$ cat src/rtl/cozy_constant_builder.sv
// ============================================================================
// Module      : cozy_constant_builder
// Description : Registered, handshaked constant unit. Decodes one 16-bit
//               constant-load instruction per transfer into a WIDTH-bit
//               immediate, with PREFIX/TAIL accumulation for wide constants.
//               Optional: COZY_CONST_SEXT_EN enables mode 6 (sign-extend B).
// Revision    : 1.0 - initial release
// ============================================================================
`default_nettype none

module cozy_constant_builder #(
    parameter int WIDTH = 16
) (
    input  logic             clk,
    input  logic             rst,
    input  logic             insn_valid,
    output logic             insn_ready,
    input  logic [15:0]      insn,
    output logic             out_valid,
    input  logic             out_ready,
    output logic [WIDTH-1:0] out,
    output logic [3:0]       out_dest,
    output logic             err
);

    localparam int c_ACC_W = WIDTH - 8;
    localparam int c_CNT_W = $clog2(WIDTH / 8);
    localparam logic [c_CNT_W-1:0] c_CNT_MAX = c_CNT_W'(WIDTH / 8 - 1);

    localparam logic [3:0] c_MODE_ZEXT   = 4'd0;
    localparam logic [3:0] c_MODE_ONES   = 4'd1;
    localparam logic [3:0] c_MODE_HI_00  = 4'd2;
    localparam logic [3:0] c_MODE_HI_FF  = 4'd3;
    localparam logic [3:0] c_MODE_PREFIX = 4'd4;
    localparam logic [3:0] c_MODE_TAIL   = 4'd5;
    localparam logic [3:0] c_MODE_SEXT   = 4'd6;

    logic [c_ACC_W-1:0] r_acc;
    logic [c_CNT_W-1:0] r_cnt;
    logic               r_ovf;
    logic               r_out_valid;
    logic [WIDTH-1:0]   r_out;
    logic [3:0]         r_out_dest;
    logic               r_err;

    logic               w_accept;
    logic [3:0]         w_mode;
    logic [7:0]         w_b;
    logic               w_produce;
    logic               w_err;
    logic [WIDTH-1:0]   w_val;
    logic [c_ACC_W-1:0] w_acc_nxt;
    logic [c_CNT_W-1:0] w_cnt_nxt;
    logic               w_ovf_nxt;

    assign insn_ready = !r_out_valid || out_ready;
    assign w_accept   = insn_valid && insn_ready;
    assign w_mode     = insn[15:12];
    assign w_b        = insn[7:0];

    always_comb begin
        w_produce = 1'b0;
        w_err     = 1'b0;
        w_val     = '0;
        w_acc_nxt = r_acc;
        w_cnt_nxt = r_cnt;
        w_ovf_nxt = r_ovf;
        case (w_mode)
            c_MODE_ZEXT, c_MODE_ONES, c_MODE_HI_00, c_MODE_HI_FF: begin
                w_produce = 1'b1;
                w_acc_nxt = '0;
                w_cnt_nxt = '0;
                w_ovf_nxt = 1'b0;
                case (w_mode)
                    c_MODE_ZEXT:  w_val = WIDTH'(w_b);
                    c_MODE_ONES:  w_val = {{(WIDTH-8){1'b1}}, w_b};
                    c_MODE_HI_00: w_val = WIDTH'({w_b, 8'h00});
                    default:      w_val = WIDTH'({w_b, 8'hFF});
                endcase
            end
            c_MODE_PREFIX: begin
                // A full accumulator keeps only the newest bytes and remembers the loss.
                w_acc_nxt = (r_acc << 8) | c_ACC_W'(w_b);
                if (r_cnt == c_CNT_MAX) begin
                    w_ovf_nxt = 1'b1;
                end else begin
                    w_cnt_nxt = r_cnt + c_CNT_W'(1);
                end
            end
            c_MODE_TAIL: begin
                w_produce = 1'b1;
                w_val     = {r_acc, w_b};
                w_err     = r_ovf;
                w_acc_nxt = '0;
                w_cnt_nxt = '0;
                w_ovf_nxt = 1'b0;
            end
`ifdef COZY_CONST_SEXT_EN
            c_MODE_SEXT: begin
                w_produce = 1'b1;
                w_val     = {{(WIDTH-8){w_b[7]}}, w_b};
                w_acc_nxt = '0;
                w_cnt_nxt = '0;
                w_ovf_nxt = 1'b0;
            end
`endif
            default: begin
                w_err = 1'b1;
            end
        endcase
    end

    always_ff @(posedge clk or posedge rst) begin
        if (rst) begin
            r_acc       <= '0;
            r_cnt       <= '0;
            r_ovf       <= 1'b0;
            r_out_valid <= 1'b0;
            r_out       <= '0;
            r_out_dest  <= '0;
            r_err       <= 1'b0;
        end else begin
            r_err <= w_accept && w_err;
            if (w_accept) begin
                r_acc <= w_acc_nxt;
                r_cnt <= w_cnt_nxt;
                r_ovf <= w_ovf_nxt;
            end
            if (w_accept && w_produce) begin
                r_out_valid <= 1'b1;
                r_out       <= w_val;
                r_out_dest  <= insn[11:8];
            end else if (out_ready) begin
                r_out_valid <= 1'b0;
            end
        end
    end

    assign out_valid = r_out_valid;
    assign out       = r_out;
    assign out_dest  = r_out_dest;
    assign err       = r_err;

    // Unused mode value keeps lint quiet when mode 6 is compiled out.
    logic w_unused;
    assign w_unused = (c_MODE_SEXT == 4'd6);

endmodule

`default_nettype wire

$ cat config.mk
export PLATFORM = sky130hd
export DESIGN_NAME = cozy_constant_builder
export DESIGN_NICKNAME = d
export VERILOG_FILES = /design/src/rtl/cozy_constant_builder.sv
export SDC_FILE = /design/constraint.sdc
export NUM_CORES = 1
export LEC_CHECK = 0
export CAP_MARGIN = 20
export CORE_UTILIZATION = 50
export CTS_BUF_LIST = sky130_fd_sc_hd__clkbuf_8 sky130_fd_sc_hd__clkbuf_16
export CTS_CLUSTER_SIZE = 30
export DETAILED_ROUTE_END_ITERATION = 12
export MAX_ROUTING_LAYER = met4
export PLACE_DENSITY = 0.83
export SYNTH_ARGS = -nofsm -noshare
export SYNTH_HDL_FRONTEND = slang
export SYNTH_SLANG_ARGS = --single-unit
$ cat constraint.sdc
create_clock -name clk -period 3.2 [get_ports clk]
set_input_delay 0.96 -clock clk [delete_from_list [all_inputs] [get_ports clk]]
set_output_delay 0.96 -clock clk [all_outputs]
set_load 0.005 [all_outputs]
# After elaboration in Yosys (flattened, before gate mapping)
# Index checks and enable logic that the tools add are counted.
# Widths: inputs -> output; s select.
# word_totals
reg_bits	32
output_inout_bits	23
wordCells	38
# op_classes
add_sub_neg	1
eq_ne	6
muxes	11
n_reduce_logical	13
# op_table
cell	count
$pmux 16 s3	1
$pmux 16 s2	1
$pmux 8 s2	1
$reduce_or 5->1	2
$eq 4x2->1 const B	2
$eq 4x3->1 const B	2
$pmux 1 s2	3
$mux 1	5
$eq 4x1->1 const B	1
$logic_not 4->1	1
$reduce_bool 2->1	2
$reduce_or 4->1	1
$logic_and 1x1->1	3
$reduce_and 3->1	1
$ne 2x2->1 const B	1
$reduce_and 2->1	1
$add 1x1->1 const B	1
$logic_not 1->1	1
$logic_or 1x1->1	1

# Longest topological paths before layout
# Gate-level depths: netlist of run 1.
# logic_depth
ltp_word	5
ltp_mapped	7

# Least setup slack after synthesis of run 1
# OpenSTA, ideal clock, no wires.
# synth_timing
path_kind	input to output
start	in out_ready
end	out insn_ready
arrival_time_ps	1180
path_slack_ps	1060
stages	1
n_path_buf	0
path_cell_list	nand2b_1
# synth_via
elab_chain_cells	1
# synth_rtl
item	line_no	source
from (decl)	20	input logic out_ready,
$logic_or 1x1->1	56	assign insn_ready = !r_out_valid || out_ready;
to (decl)	17	output logic insn_ready,
# Every way passes these cells.

# Worst setup path in the final report of run 1
# Same ends and word-level chain as after synthesis.

==> results by group, run 1 <==
Critical path
  • RR Startpoint: out_valid$_DFFE_PP0P_
  • CP most frequent cell: clkdlybuf4s50_1
  • Crit Path Max Fanout: 2
  • Buffers and inverters on the worst path: 2
  • CP top delay family: buffers and inverters
  • Setup Crit Path Kind: input port to primary output
  • Critical Path Source Type: input port
  • Critical path, cell by cell: clkdlybuf4s50_1, nand2b_1, clkdlybuf4s50_1
  • R2r setup slk: between 1.5 and 2 ns
  • Worst setup EP type: primary output
  • Reg2Reg Depth: 5
  • RR Endpoint: out[13]$_DFFE_PP0P_
  • Data arrival, critical path: 2.01 ns
  • Slowest-stage cell, CP: clkdlybuf4s50_1
  • Crit-path max cell delay: ~0.50 ns
  • Worst Path Required: between 2 and 2.5 ns

Routing
  • DRT Pass-1 Iters: 8
  • Drt wl/cell: 15.7 um
  • Detailed Route WL: approximately 3.3 mm
  • Initial drt markers: 34
  • Via-to-Cell Ratio: roughly 5.6
  • Drc violations: 2
  • Final ANT Viol Nets: 0
  • Detailed-route via count: 1195

Min path
  • Hold Startpoint: out[1]$_DFFE_PP0P_
  • Hold crit path type: flop to flop
  • Hold depth: 2
  • WHS Endpoint: out[1]$_DFFE_PP0P_

Timing
  • Period utilization: about 93%
  • Worst Max-Slew Pin Slew: between 0.9 and 1 ns
  • Max_slew headroom: 37.0%
  • Fmax: about 340 MHz
  • Setup clock skew after layout: about 0.0054 ns
  • Endpoints failing setup: 0
  • RSZ-0062 raised after global routing: false
  • Final hold viol count: 0
  • Tmin final: slightly below 3 ns
  • Max Slew Vio Count: 0
  • Total negative setup slack: 0 ns

Finish
  • Number of diodes: 0
  • Nets: 200
  • Layout fillers: 215
  • Layout cells sized above 1: 20.4%
  • Layout Area Growth over Synthesis: 36.5%
  • Fin cells: roughly 210
  • Util after Layout: roughly three quarters
  • Final instance area: roughly 0.0021 mm^2

Global routing
  • Vias in the first global route: 1217
  • First-pass GRT wire length: 5.62 mm
  • Total GRT Usage: between 20% and 30%
  • Antenna violations before repair: 0
  • Total gr overflow: 0
  • Maximum number of pins on one net before global-route repair: 33

Yosys
  • Main area contributors after synthesis: dfrtp_1, mux2_4, a21oi_1
  • Mean post-synth cell area: 11.4 um^2
  • Post-Synthesis Cells: roughly 130
  • Seq/Total Area, Yosys: a little over half
  • Yosys Warn Count: 0
  • Area leader, netlist: dfrtp_1
  • Most common cell in the netlist: dfrtp_1
  • Post-synth EDFFs: 0
  • Unique cell type count in the Yosys netlist: 23
  • Register bit total from synthesis: 32
  • Primary FF master, synth: dfrtp_1
  • Ys async rst share: 100%
  • Syn Std Cell Area: 0.00152 mm^2
  • Syn_nets: 153
  • Top post-synthesis cells by count: dfrtp_1, nand2_1, a21oi_1, mux2_4
  • Top-area cell type share of the netlist area: a little over half

Clock tree
  • # resized after CTS: 0
  • Clock-pin slew on the worst setup and hold paths: 0.06 ns
  • H-tree depth: 2
  • CTS Buf Count: 5
  • Clk sinks: 32
  • Post-CTS Setup Inserts: 0
  • Maximum clock path buffer count: 2
  • Clock latency on the worst-skew pair: ~0.28 ns
  • CTS Root Buffer Type: clkbuf_8
  • Hold buffer count at CTS: 0
  • CTS tree: done

Floorplan
  • Die ar.: between 0.003 and 0.004 mm^2
  • Num ports: 43
  • Starting density of the core: a little over half
  • Die Y: 57.1 um
  • Num rows: 19
  • Core Region: roughly 0.0028 mm^2
  • Chip Width: between 50 and 60 um

Placed design
  • IO Port Bufs: 42
  • Post-DP HPWL: around 2.3 mm
  • Dpl cells: just over 200
  • Placer congestion estimate: 0.832
  • Placed Area: 0.00196 mm^2

Outcome
  • Failing checks: design-rule violations
  • Status: finished with violations

Power and ir drop
  • NetSw: 262 uW
  • Combinational share of power: 20.9%
  • Leak Pwr: between 0.0009 and 0.001 uW
  • Clk pwr share: between 30% and 40%
  • Power Dens Cells: about 520 mW/mm^2
  • Pint: ~820 uW
  • Pwr Total: ~1100 uW
  • Worst vdd ir: between 0.4 and 0.5 mV
  • Sw Ratio: 24.1%
  • Register share of total power: 43.8%

Flow run
  • Max Cap Viol: 0
cells by family after synthesis:
logic type / synth area share [%]
buf+inv: 5.18
compound gates: 21.5
flops: 52.7
simple gates: 8.81
mux: 11.9
power by group through the flow:
| stage | clock, uW | combinational (uW) | sequential (uW) |
|---|---|---|---|
| detailed placement | 0 | 228 | 483 |
| global placement | 0 | 222 | 479 |
| CTS | 388 | 230 | 476 |
| finish | 383 | 227 | 476 |
| global route | 403 | 246 | 480 |
| floorplan | 0 | 103 | 482 |
worst reg2reg max path: cells and delay by family, from the launching register on:
family	cells	cell delay, ns
buffers and inverters	2	0.40
DFF	1	0.39
muxes	1	0.31
AOI/OAI and AO/OA	1	0.16
and+or+nand+nor	1	0.09
metal layers:
layer | global-route usage (%) | part of all wire (%)
met5 | - | 0
met4 | 9.06 | 2.0
met3 | 4.54 | 4.3
met2 | 40.5 | 52
met1 | 27.2 | 41
flip-flops by register name (all words and copies together) (netlist names):
name       count
out_valid      1
err            1
r_cnt          1
r_ovf          1
r_acc          8
out           16
out_dest       4
stage by stage:
stage | worst slack, ns | hold WS [ns]
final | 0.226 | 0.476
after global routing | 0.195 | 0.495
after CTS | 0.213 | 0.480
after detailed placement | 0.220 | 0.465
after global placement | 0.226 | 0.461
after floorplan | 1.06 | 0.450
worst max-delay path by stage:
stage | start | to | slack [ns] | cells past startpoint
after global routing | out_ready | insn_ready | 0.20 | 3
after detailed placement | out_ready | insn_ready | 0.22 | 3
after floorplan | out_ready | insn_ready | 1.06 | 1
final | out_ready | insn_ready | 0.23 | 3
after global placement | out_ready | insn_ready | 0.23 | 3
after CTS | out_ready | insn_ready | 0.21 | 3
cells in the final DEF, fill, tap and decap left out, drive strengths merged:
cell type	count
and3	1
a21o	1
clkinv	1
a21oi	18
inv	3
and4	1
buf	7
clkdlybuf4s50	42
o2111ai	1
nand2b	1
nor3	1
a31oi	1
o21a	1
clkinvlp	1
a22o	8
mux2	12
nor2	4
dfrtp	32
nor2b	3
a211o	1
o21ai	16
bufinv	1
nand2	19
clkbuf	5
final cells by class:
| class | count | area [um^2] | area share [%] |
|---|---|---|---|
| clock inverter | 3 | 42.5 | 2.05 |
| timing repair buffer | 49 | 473 | 22.8 |
| sequential | 32 | 801 | 38.6 |
| inverter | 3 | 11.3 | 0.542 |
| multi-input combinational | 89 | 641 | 30.9 |
| clock buffer | 5 | 68.8 | 3.32 |
| tap | 31 | 38.8 | 1.87 |
No activity file was read; power rests on OpenSTA's default activity.
==> inputs of run 2 (changes only) <==
Settings changed: CAP_MARGIN 20 to default, SLEW_MARGIN from default to 20.
==> results of run 2 <==
No change in the layout: final DEF, timing and power equal those of run 1.
